==> src/rtl/rca_slice_sequencer.sv <==
// rca_slice_sequencer
// Multi-cycle adder/subtractor. One SLICE-bit ripple-carry slice is reused
// over WIDTH/SLICE cycles, LSB slice first. The carry between slices is held
// in a register, so each cycle only has a SLICE-bit ripple path.
//
// Ports:
//   clk   - rising-edge clock
//   rst   - synchronous active-high reset, highest priority
//   start - request, sampled only in IDLE
//   a, b  - operands, latched when start is accepted
//   cin   - carry-in for add, ignored when sub=1
//   sub   - 0: a+b+cin, 1: a-b
//   busy  - high while an operation is in RUN or DONE
//   done  - one-cycle pulse, sum/cout/ovf valid
//   sum   - result, held until the next accepted start
//   cout  - carry out of the MSB (for sub, 1 = no borrow)
//   ovf   - two's-complement signed overflow
module rca_slice_sequencer #(
  parameter int WIDTH = 64,
  parameter int SLICE = 16
) (
  input  logic             clk,
  input  logic             rst,
  input  logic             start,
  input  logic [WIDTH-1:0] a,
  input  logic [WIDTH-1:0] b,
  input  logic             cin,
  input  logic             sub,
  output logic             busy,
  output logic             done,
  output logic [WIDTH-1:0] sum,
  output logic             cout,
  output logic             ovf
);

  localparam int N  = WIDTH / SLICE;
  localparam int IW = (N > 1) ? $clog2(N) : 1;
  localparam logic [IW-1:0] LAST_IDX = IW'(N - 1);

  typedef enum logic [1:0] {
    IDLE = 2'd0,
    RUN  = 2'd1,
    DONE = 2'd2
  } state_t;

  state_t state, state_nxt;

  logic [IW-1:0]    idx;
  logic             carry;
  logic [WIDTH-1:0] a_q;
  logic [WIDTH-1:0] b_q;

  logic [SLICE-1:0] a_sl, b_sl, s_sl;
  logic             c_sl, c_msb;
  logic             last;

  // Returns {carry into MSB, carry out, sum}. The carry into the MSB is
  // recovered from the MSB sum bit, which also works for SLICE=1.
  function automatic logic [SLICE+1:0] slice_add(input logic [SLICE-1:0] x,
                                                 input logic [SLICE-1:0] y,
                                                 input logic             ci);
    logic [SLICE:0] t;
    logic           cm;
    t  = {1'b0, x} + {1'b0, y} + {{SLICE{1'b0}}, ci};
    cm = t[SLICE-1] ^ x[SLICE-1] ^ y[SLICE-1];
    return {cm, t};
  endfunction

  assign last = (idx == LAST_IDX);

  always_comb begin
    a_sl = a_q[idx*SLICE +: SLICE];
    b_sl = b_q[idx*SLICE +: SLICE];
    {c_msb, c_sl, s_sl} = slice_add(a_sl, b_sl, carry);
  end

  // State register
  always_ff @(posedge clk) begin
    if (rst) state <= IDLE;
    else     state <= state_nxt;
  end

  // Next-state logic
  always_comb begin
    state_nxt = state;
    case (state)
      IDLE:    if (start) state_nxt = RUN;
      RUN:     if (last)  state_nxt = DONE;
      DONE:    state_nxt = IDLE;
      default: state_nxt = IDLE;
    endcase
  end

  // Outputs decoded from state; done is high for the single DONE cycle
  always_comb begin
    busy = (state == RUN) || (state == DONE);
    done = (state == DONE);
  end

  // Operand latch, carry chain register and result assembly
  always_ff @(posedge clk) begin
    if (rst) begin
      idx   <= '0;
      carry <= 1'b0;
      a_q   <= '0;
      b_q   <= '0;
      sum   <= '0;
      cout  <= 1'b0;
      ovf   <= 1'b0;
    end else begin
      case (state)
        IDLE: begin
          if (start) begin
            // Subtract as a + ~b + 1
            a_q   <= a;
            b_q   <= sub ? ~b : b;
            carry <= sub ? 1'b1 : cin;
            idx   <= '0;
            sum   <= '0;
            cout  <= 1'b0;
            ovf   <= 1'b0;
          end
        end
        RUN: begin
          sum[idx*SLICE +: SLICE] <= s_sl;
          carry <= c_sl;
          if (last) begin
            idx  <= '0;
            cout <= c_sl;
            ovf  <= c_msb ^ c_sl;
          end else begin
            idx <= idx + 1'b1;
          end
        end
        default: ;
      endcase
    end
  end

endmodule

==> config.mk <==
export PLATFORM = sky130hd
export DESIGN_NAME = rca_slice_sequencer
export DESIGN_NICKNAME = d
export VERILOG_FILES = /design/src/rtl/rca_slice_sequencer.sv
export SDC_FILE = /design/constraint.sdc
export NUM_CORES = 1
export LEC_CHECK = 0
export CORE_ASPECT_RATIO = 0.8
export CORE_MARGIN = 2
export CORE_UTILIZATION = 54
export DETAILED_ROUTE_END_ITERATION = 12
export GPL_TIMING_DRIVEN = 1
export PLACE_DENSITY = 0.85
export SLEW_MARGIN = 20
export SYNTH_ARGS = -nofsm -noshare
export SYNTH_HDL_FRONTEND = slang
export SYNTH_SLANG_ARGS = --single-unit
==> constraint.sdc <==
create_clock -name clk -period 7 [get_ports clk]
set_input_delay 0.7 -clock clk [delete_from_list [all_inputs] [get_ports clk]]
set_output_delay 0.7 -clock clk [all_outputs]
set_load 0.01 [all_outputs]
==> results of run 1 <==
==> critical path: cells and delay by family (launching register included) <==
kind,cells,cell delay (ps)
muxes,1,610
adders and majority gates,2,650
DFF,1,310
buffers and inverters,3,690
AOI/OAI and AO/OA,6,1190
xor gates and xnor gates,1,360
==> routing by layer <==
metal  share of wire  GRT usage  up-vias
met3           0.077     0.0498       25
met5               0          0        -
met4           0.015     0.0769        0
li1                -          -     3646
met2            0.46      0.425      335
met1            0.45      0.382     3476
==> sequential cells by signal, indices dropped and copies added, names as in the netlist <==
register / flops
a_q: 64
b_q: 64
sum: 64
idx: 2
state: 2
carry: 1
cout: 1
ovf: 1
==> kinds of logic after synthesis <==
| family | after synthesis | share of synthesized area |
|---|---|---|
| and+or+nand+nor | 282 | 0.127 |
| muxes | 32 | 0.0811 |
| adders and majority gates | 24 | 0.0355 |
| buffers and inverters | 89 | 0.0380 |
| DFF | 199 | 0.449 |
| xor gates and xnor gates | 79 | 0.0816 |
| AOI/OAI and AO/OA | 246 | 0.188 |
==> power by group through the flow <==
stage / combinational (mW) / clock, mW / sequential, mW
2_1_floorplan: 0.354 / 0 / 1.25
3_3_place_gp: 0.532 / 0 / 1.26
3_5_place_dp: 0.540 / 0 / 1.26
4_1_cts: 0.543 / 0.955 / 1.24
5_1_grt: 0.597 / 1.00 / 1.25
6_report: 0.549 / 0.956 / 1.24
==> Yosys cell counts, drive strengths merged, types with 3 or more instances <==
cell type / instances / area (um2)
nand2: 142 / 536
a21o: 7 / 52.6
a22oi: 46 / 350
o21ai: 14 / 77.6
mux4: 32 / 721
xor2: 4 / 35.0
a21oi: 79 / 399
dfxtp: 199 / 3980
a22o: 14 / 123
nand3b: 3 / 22.5
clkbuf: 66 / 248
inv: 14 / 52.6
nand2b: 8 / 50.1
xnor2: 74 / 667
buf: 9 / 37.5
ha: 22 / 275
a211oi: 67 / 503
nor2: 119 / 447
==> layout by cell type (no fill, tap or decap), types with 3 or more instances in the layout <==
cell / instances
o21ai_0: 7
nor2_1: 118
buf_4: 9
xnor2_1: 73
clkinv_2: 3
dfxtp_1: 197
a211oi_1: 67
clkdlybuf4s50_1: 198
a22o_1: 14
a21o_1: 7
inv_1: 14
ha_1: 22
nand3b_1: 3
clkbuf_1: 3
a21oi_1: 78
mux4_2: 32
nand2_1: 140
nand2b_1: 8
clkbuf_16: 17
a22oi_1: 45
o21ai_1: 5
xor2_1: 4
==> cell type report <==
class	count	share of cell area
clock buffers	22	0.0402
repair buffers	210	0.182
inverters	14	0.00455
clock inverters	8	0.00867
well taps	215	0.0233
multi-input cells	663	0.396
flip-flops and latches	199	0.345
==> metrics by stage <==
| stage | hold slack (ps) | setup WS [ps] | area [um2] | cells |
|---|---|---|---|---|
| after global placement | 439 | 3130 | 10900 | 1300 |
| after CTS | 454 | 3060 | 11500 | 1330 |
| after global routing | 477 | 2770 | 11500 | 1331 |
| after floorplan | 433 | 3230 | 8880 | 951 |
| after detailed placement | 445 | 3090 | 10900 | 1300 |
| final | 455 | 3110 | 11500 | 1331 |
==> path summary, 6_finish.rpt <==
kind                        start              endpoint  slack, ps  cells past startpoint
max           idx[0]$_SDFFE_PP0P_      ovf$_SDFFE_PP0P_       3110                     13
max reg2reg   idx[0]$_SDFFE_PP0P_      ovf$_SDFFE_PP0P_       3110                     13
min          a_q[49]$_SDFFE_PP0P_  a_q[49]$_SDFFE_PP0P_        450                      2
min reg2reg  a_q[49]$_SDFFE_PP0P_  a_q[49]$_SDFFE_PP0P_        450                      2
==> summary.txt, run 1 <==
CTS
  • CTS Buf Count: 17
  • Number of setup buffers added after CTS: 0
  • CTS Root Cell: clkbuf_16
  • CTS max path bufs: 2
  • Clk Latency, worst-skew pair: 430 ps
  • Hold buffers post-CTS: 0
  • Clock tree from TritonCTS: built
  • Clk sinks: 199
  • Depth of the CTS H-tree: 4
  • Clock transition at the registers of the reported paths: 70 ps
  • Cts repair resizes: 0

Placement
  • Final RePlAce weighted congestion: 0.899
  • Detailed Place HPWL: 16400 um
  • IO Port Bufs: 200

Power
  • Clock network power share: 0.348
  • Power per Cell Area: 238 nW/um2
  • Maximum VDD drop: 117 uV
  • Sw Ratio: 0.275
  • Comb pwr share: 0.200
  • Internal power component: 1.99 mW
  • Reg power frac: 0.452
  • Leak Pwr: 4.22 nW
  • P_sw: 756 uW
  • Total power: 2.75 mW

Synthesis
  • Ys async rst share: 0
  • Post-synthesis register bit count: 199
  • Seq/Total Area, Yosys: 0.449
  • Post-Synthesis Cells: 951
  • YS warnings: 0
  • Syn Nets: 1108
  • Syn Area/Cell: 9.34 um2
  • EDFF count, synth: 0
  • Most used DFF post-synth: dfxtp_1
  • Synth unique cells: 51
  • Synthesized area: 8880 um2

Timing
  • Final Hold Viols: 0
  • Slew margin rel.: 0.326
  • # setup viols final: 0
  • Post-route setup TNS: 0 ps
  • Final Cycle Share: 0.556
  • Worst-margin pin slew: 1010 ps
  • Post-layout minimum cycle time: 3890 ps
  • Fmax: 257 MHz
  • RSZ-0062 raised after global routing: false
  • Clk_skew: 9.22 ps
  • Slew Viols, Final: 0

Die
  • Initial Util: 0.557
  • Die W: 147 um
  • Die ar.: 17500 um2
  • Die H: 119 um
  • CORE AREA: 16000 um2
  • Ports: 201
  • Number of core rows: 41

Worst setup path
  • Crit path required time: 7360 ps
  • Largest stage delay on the critical path: 610 ps
  • Slowest-stage cell, CP: mux4_2
  • Endpoint class of the critical path: flip-flop
  • Setup Crit Path Kind: reg -> reg
  • Crit path DAT: 4250 ps
  • Crit Path Max Fanout: 38
  • CP Launch Type: flip-flop
  • Critical path, cell by cell: buf_4 -> mux4_2 -> fa_1 -> inv_1 -> fa_1 -> inv_1 -> a21o_1 -> a41o_1 -> a22oi_2 -> o221ai_1 -> o21ai_2 -> xnor3_1 -> o31ai_2

Hold path
  • Worst hold path type: reg -> reg

Route
  • Via/cell ratio: 5.62
  • Routed wire per std cell: 17.5 um
  • Initial drt markers: 541
  • DR DRC count: 0
  • First-pass DRT Iterations: 6
  • Vias: 7482
  • Final wirelength: 23300 um
  • Antenna-violating nets left: 0

GRT
  • Vias in the first global route: 7061
  • Total gr overflow: 0
  • Gr usage total: 0.270
  • Initial antenna violation count: 0
  • Largest net degree at the start of global routing: 120
  • First-pass GRT wire length: 37300 um

Finish
  • Antenna Cells: 0
  • Layout cells sized above 1: 0.0771
  • Reg area: 3990 um2
  • Net count, final: 1262
  • FILL cells: 1151
  • Layout Utilization: 0.724
  • Synthesis-to-layout area growth: 30.0%
  • Multi-input logic area: 4570 um2

Flow run
  • Max Cap Viol: 0

Run status
  • Status: finished, final reports clean
Note: power is estimated with default switching activity, not from simulation.
==> inputs of run 2 (changes only) <==
--- a/config.mk
+++ b/config.mk
@@ -7,10 +7,10 @@
 export LEC_CHECK = 0
 export CORE_ASPECT_RATIO = 0.8
 export CORE_MARGIN = 2
-export CORE_UTILIZATION = 54
+export CORE_UTILIZATION = 51
 export DETAILED_ROUTE_END_ITERATION = 12
 export GPL_TIMING_DRIVEN = 1
-export PLACE_DENSITY = 0.85
+export PLACE_DENSITY = 0.81
 export SLEW_MARGIN = 20
 export SYNTH_ARGS = -nofsm -noshare
 export SYNTH_HDL_FRONTEND = slang
==> constraint.sdc (replaced) <==
create_clock -name clk -period 3.6 [get_ports clk]
set_input_delay 0.36 -clock clk [delete_from_list [all_inputs] [get_ports clk]]
set_output_delay 0.36 -clock clk [all_outputs]
set_load 0.01 [all_outputs]
==> run 2 against run 1 <==
  * Non-clock buffer count rose by 11
  * Power rose by 96%
  * Utilization fell by 4.5 points
  * Fmax rose by 14%
  * Critical path type unchanged
==> summary.txt, run 2 (same netlist as run 1, synthesis figures left out) <==
Finish
  • Antenna Cells: 0 (unchanged)
  • FILL cells: 1316 (+14%)
  • Multi-input logic area: 4580 um2 (+0.19%)
  • Biggest regs: a_q (64), b_q (64), sum (64)
  • Most frequent cells in the layout: clkdlybuf4s50_1, dfxtp_1, nand2_1
  • Layout cells sized above 1: 0.0895 (+0.0125)
  • Reg area: 3990 um2 (about the same)
  • Most common cell after layout, fill and taps aside: clkdlybuf4s50_1
  • Net count, final: 1273 (+0.87%)
  • Synthesis-to-layout area growth: 31.5%

Die
  • Die W: 152 um (+2.8%)
  • Die H: 122 um (+2.8%)
  • Number of core rows: 43 (+4.9%)
  • Die ar.: 18500 um2 (+5.7%)
  • Ports: 201 (unchanged)
  • Initial Util: 0.516 (-0.0408)
  • CORE AREA: 17200 um2 (+7.9%)

Worst setup path
  • CP Launch Type: flip-flop
  • Worst r2r src: idx[0]$_SDFFE_PP0P_
  • Capture point of the worst reg-to-reg path: sum[46]$_SDFFE_PP0P_
  • Crit Path Max Fanout: 6 (-84%)
  • Setup Crit Path Kind: reg -> reg
  • Largest stage delay on the critical path: 530 ps (-80 ps)
  • Slowest-stage cell, CP: mux4_2
  • Buf+Inv Stages, Crit Path: 2 (-1)
  • Crit path required time: 3900 ps (-3460 ps)
  • Critical path's top delay family: compound AO/OA/AOI/OAI gates
  • Worst R2R Path Depth: 12 (-1)
  • Crit path DAT: 3700 ps (-550 ps)
  • Critical path, cell by cell: mux4_2 -> fa_1 -> inv_1 -> fa_1 -> inv_1 -> a21o_1 -> a41o_1 -> a22oi_2 -> nor2_1 -> a311o_1 -> a22oi_1 -> nor2_1
  • Reg2reg setup slack: 190 ps (-2910 ps)
  • Endpoint class of the critical path: flip-flop

GRT
  • Total gr overflow: 0 (unchanged)
  • Met3 Use GR: 0.0622 (+0.0124)
  • Grt met1 use: 0.361 (-0.0213)
  • Busiest grt layer: met2
  • Vias in the first global route: 7183 (+1.7%)
  • Initial antenna violation count: 0 (unchanged)
  • First-pass GRT wire length: 37600 um (+1.1%)
  • Largest net degree at the start of global routing: 70 (-42%)
  • Met2 usage: 0.416 (-0.00864)
  • Gr usage total: 0.264 (-0.00622)

Hold path
  • Hold path start: rst
  • Hold Path End: sum[20]$_SDFFE_PP0P_
  • Worst hold path type: in -> reg
  • Hold Path Depth: 2 (unchanged)

CTS
  • CTS Buf Count: 17 (unchanged)
  • CTS max path bufs: 2 (unchanged)
  • CTS Root Cell: clkbuf_16
  • Clk sinks: 199 (unchanged)
  • Clk Latency, worst-skew pair: 440 ps (about the same)
  • Clock transition at the registers of the reported paths: 70 ps (about the same)
  • Depth of the CTS H-tree: 4 (unchanged)
  • Clock tree from TritonCTS: built

Timing
  • Worst-margin pin slew: 999 ps (-12.0 ps)
  • Final Cycle Share: 0.946 (+0.390)
  • Hold slack: 324 ps (-131 ps)
  • Post-route setup TNS: 0 ps (unchanged)
  • Final setup margin: 194 ps (-2910 ps)
  • # setup viols final: 0 (unchanged)
  • RSZ-0062 raised after global routing: false
  • Slew margin rel.: 0.334 (+0.00800)
  • Clk_skew: 6.97 ps (-2.24 ps)
  • Post-layout minimum cycle time: 3410 ps (-489 ps)
  • Fmax: 294 MHz (+14%)
  • Final Hold Viols: 0 (unchanged)
  • Slew Viols, Final: 0 (unchanged)

Placement
  • Detailed Place HPWL: 17200 um (+4.9%)
  • Final RePlAce weighted congestion: 0.922 (+2.5%)
  • Dpl ws: 202 ps (-2890 ps)
  • IO Port Bufs: 200 (unchanged)

Power
  • Power per Cell Area: 460 nW/um2 (+93%)
  • P_sw: 1.49 mW (+97%)
  • Reg power frac: 0.449 (-0.003)
  • Internal power component: 3.88 mW (+95%)
  • Sw Ratio: 0.277 (+0.00173)
  • Leak Pwr: 4.28 nW (+1.5%)
  • Comb pwr share: 0.206 (+0.006)
  • Maximum VDD drop: 282 uV (+140%)
  • Clock network power share: 0.344 (-0.004)

Route
  • Antenna-violating nets left: 0 (unchanged)
  • Vias: 7560 (+1.0%)
  • First-pass DRT Iterations: 6 (unchanged)
  • Via/cell ratio: 5.59 (-0.60%)
  • Final wirelength: 24000 um (+3.0%)
  • Initial drt markers: 625 (+16%)
  • Routed wire per std cell: 17.8 um (+1.4%)
  • DR DRC count: 0 (unchanged)

Flow run
  • Max Cap Viol: 0 (unchanged)

Run status
  • Status: finished, final reports clean
[run 2: how the worst max path moves through the flow]
stage,end,cells past startpoint,startpoint
global route,sum[14]$_SDFFE_PP0P_,12,idx[0]$_SDFFE_PP0P_
CTS,ovf$_SDFFE_PP0P_,12,idx[0]$_SDFFE_PP0P_
finish,sum[46]$_SDFFE_PP0P_,12,idx[0]$_SDFFE_PP0P_
detailed placement,ovf$_SDFFE_PP0P_,12,idx[0]$_SDFFE_PP0P_
floorplan,ovf$_SDFFE_PP0P_,14,idx[0]$_SDFFE_PP0P_
global placement,ovf$_SDFFE_PP0P_,11,idx[0]$_SDFFE_PP0P_
[run 2: power by group through the flow]
| stage | Combinational, mW | Clock, mW | Sequential [mW] |
|---|---|---|---|
| floorplan | 0.690 | 0 | 2.43 |
| global placement | 1.06 | 0 | 2.46 |
| detailed placement | 1.08 | 0 | 2.46 |
| CTS | 1.09 | 1.85 | 2.41 |
| global route | 1.20 | 1.96 | 2.43 |
| finish | 1.11 | 1.85 | 2.41 |
[run 2: cell type report]
class / instances / share of cell area
Sequential cell: 199 / 0.342
Tap cell: 225 / 0.0241
Multi-Input combinational cell: 663 / 0.392
Timing Repair Buffer: 221 / 0.189
Inverter: 14 / 0.00450
Clock buffer: 24 / 0.0430
Clock inverter: 7 / 0.00589
[run 2: routing by layer]
layer  vias up  wire length, um
met3        44             1780
li1       3663                -
met5         -                0
met1      3562            10600
met4         0              476
met2       291            11100
[run 2: through the flow]
stage               instances   util  instance area [um2]  power, mW
detailed placement       1320  0.643                11100       3.54
finish                   1353  0.678                11700       5.37
floorplan                 951      -                 8890       3.12
global route             1353  0.678                11700       5.59
global placement         1320  0.643                11100       3.51
CTS                      1351  0.676                11600       5.36
[run 2: timing repair]
item	in CTS	in global routing
hold buffers	0	0
setup endpoints to repair	0	10
resized for setup	0	6
setup buffers	0	2
==> inputs of run 3 (changes only) <==
--- a/config.mk
+++ b/config.mk
@@ -8,9 +8,12 @@
 export CORE_ASPECT_RATIO = 0.8
 export CORE_MARGIN = 2
 export CORE_UTILIZATION = 51
+export CTS_CLUSTER_SIZE = 25
 export DETAILED_ROUTE_END_ITERATION = 12
 export GPL_TIMING_DRIVEN = 1
 export PLACE_DENSITY = 0.81
+export SKIP_CTS_REPAIR_TIMING = 1
+export SKIP_LAST_GASP = 1
 export SLEW_MARGIN = 20
 export SYNTH_ARGS = -nofsm -noshare
 export SYNTH_HDL_FRONTEND = slang
==> run 3 against run 2 <==
  * Sequential share of layout area about the same
  * Routed wire length is 0.17% lower
  * Combinational power is essentially flat
  * First-iteration DRC count shrank 1.6%
  * Flip-flop and latch count stayed put
  * Utilization fell by 0.073 points
==> summary.txt, run 3 (same netlist as run 1, synthesis figures left out) <==
Run status
  • Status: finished, final reports clean

Route
  • DR DRC count: 0 (unchanged)
  • Routed wire per std cell: 17.7 um (-0.17%)
  • Initial drt markers: 615 (-1.6%)
  • First-pass DRT Iterations: 5 (-1)
  • Final wirelength: 24000 um (-0.17%)
  • Via/cell ratio: 5.60 (+0.16%)
  • Antenna-violating nets left: 0 (unchanged)
  • Vias: 7572 (+0.16%)

Timing
  • Hold slack: 325 ps (+0.365 ps)
  • Final Hold Viols: 0 (unchanged)
  • Slew margin rel.: 0.336 (+0.00243)
  • Worst-margin pin slew: 996 ps (-3.64 ps)
  • # setup viols final: 0 (unchanged)
  • Post-layout minimum cycle time: 3370 ps (-33.6 ps)
  • Post-route setup TNS: 0 ps (unchanged)
  • Fmax: 297 MHz (+1.0%)
  • Slew Viols, Final: 0 (unchanged)
  • Clk_skew: 6.71 ps (-0.259 ps)
  • RSZ-0062 raised after global routing: true
  • Final setup margin: 228 ps (+33.6 ps)
  • Final Cycle Share: 0.937 (-0.00932)

CTS
  • Clock transition at the registers of the reported paths: 70 ps (about the same)
  • Clock tree from TritonCTS: built
  • CTS max path bufs: 2 (unchanged)
  • CTS Buf Count: 17 (unchanged)
  • Depth of the CTS H-tree: 4 (unchanged)
  • Clk Latency, worst-skew pair: 440 ps (about the same)
  • Clk sinks: 199 (unchanged)
  • CTS Root Cell: clkbuf_16

Finish
  • Layout Cells excl Fill: 1353 (unchanged)
  • Synthesis-to-layout area growth: 31.3%
  • Antenna Cells: 0 (unchanged)
  • Layout cells sized above 1: 0.0887 (-0.000887)
  • Biggest regs: a_q (64), b_q (64), sum (64)
  • Net count, final: 1273 (unchanged)
  • Most frequent cells in the layout: clkdlybuf4s50_1, dfxtp_1, nand2_1
  • Most common cell after layout, fill and taps aside: clkdlybuf4s50_1

Worst setup path
  • Crit path DAT: 3670 ps (-30 ps)
  • Crit Path Max Fanout: 6 (unchanged)
  • Crit path required time: 3900 ps (about the same)
  • CP Launch Type: flip-flop
  • Setup Crit Path Kind: reg -> reg
  • Reg2reg setup slack: 230 ps (+30 ps)
  • Endpoint class of the critical path: flip-flop

Die
  • CORE AREA: 17200 um2 (unchanged)
  • Ports: 201 (unchanged)
  • Number of core rows: 43 (unchanged)
  • Initial Util: 0.516 (unchanged)
  • Die H: 122 um (unchanged)
  • Die ar.: 18500 um2 (unchanged)
  • Die W: 152 um (unchanged)

Power
  • Reg power frac: 0.450 (about the same)
  • Power per Cell Area: 460 nW/um2 (about the same)
  • Leak Pwr: 4.28 nW (about the same)
  • Clock network power share: 0.345 (about the same)
  • P_sw: 1.49 mW (about the same)
  • Sw Ratio: 0.277 (about the same)
  • Internal power component: 3.88 mW (about the same)
  • Maximum VDD drop: 280 uV (-0.65%)
  • Comb pwr share: 0.206 (about the same)

Placement
  • Final RePlAce weighted congestion: 0.922 (unchanged)
  • Dpl ws: 202 ps (unchanged)
  • Placed cell count: 1320 (unchanged)
  • IO Port Bufs: 200 (unchanged)
  • Detailed Place HPWL: 17200 um (unchanged)

GRT
  • First-pass GRT wire length: 37600 um (unchanged)
  • Vias in the first global route: 7183 (unchanged)
  • Gr usage total: 0.264 (unchanged)
  • Largest net degree at the start of global routing: 70 (unchanged)
  • Initial antenna violation count: 0 (unchanged)
  • Total gr overflow: 0 (unchanged)

Hold path
  • Worst hold path type: in -> reg

Flow run
  • Max Cap Viol: 0 (unchanged)
run 3: cell types whose count changed in the layout (fill, tap and decap cells not counted):
cell      previous run  this run
buf_16               1         0
buf_12               2         3
a211oi_2             1         0
a211oi_1            66        67
run 3: worst max-delay path: stages (launching register included):
cell	delay, ps
dfxtp_4	400
mux4_2	520
fa_1	440
inv_1	80
fa_1	220
inv_1	60
a21o_1	200
a41o_1	300
a22oi_2	290
nor2_1	70
a311o_1	410
a22oi_1	200
nor2_1	60
run 3: area by class of cell:
type | instances | area [um2]
Clock buffer | 24 | 502
Clock inverter | 7 | 68.8
Fill cell | 1319 | 5550
Inverter | 14 | 52.6
Multi-Input combinational cell | 663 | 4580
Sequential cell | 199 | 3990
Tap cell | 225 | 282
Timing Repair Buffer | 221 | 2200
run 3: routing by layer:
layer / vias to the layer above / GRT usage / wire (um)
met2: 301 / 0.416 / 11100
met5: - / 0 / 0
met4: 0 / 0.0833 / 423
met1: 3559 / 0.361 / 10600
li1: 3670 / - / -
met3: 42 / 0.0622 / 1890
run 3: metrics by stage:
| stage | power (mW) | util | area [um2] |
|---|---|---|---|
| global route | 5.59 | 0.678 | 11700 |
| CTS | 5.36 | 0.676 | 11600 |
| finish | 5.37 | 0.678 | 11700 |
| floorplan | 3.12 | - | 8890 |
| detailed placement | 3.54 | 0.643 | 11100 |
| global placement | 3.51 | 0.643 | 11100 |
run 3: worst paths after layout:
check                       start              endpoint  cells after the start
min reg2reg  a_q[56]$_SDFFE_PP0P_  a_q[56]$_SDFFE_PP0P_                      2
max reg2reg   idx[0]$_SDFFE_PP0P_  sum[46]$_SDFFE_PP0P_                     12
max           idx[0]$_SDFFE_PP0P_  sum[46]$_SDFFE_PP0P_                     12
min                           rst  sum[20]$_SDFFE_PP0P_                      2
run 3: power groups by stage:
stage | sequential, mW | clock (mW) | combinational (mW)
after floorplan | 2.43 | 0 | 0.690
after global placement | 2.46 | 0 | 1.06
after detailed placement | 2.46 | 0 | 1.08
after CTS | 2.41 | 1.85 | 1.09
after global routing | 2.43 | 1.96 | 1.20
final | 2.41 | 1.85 | 1.10
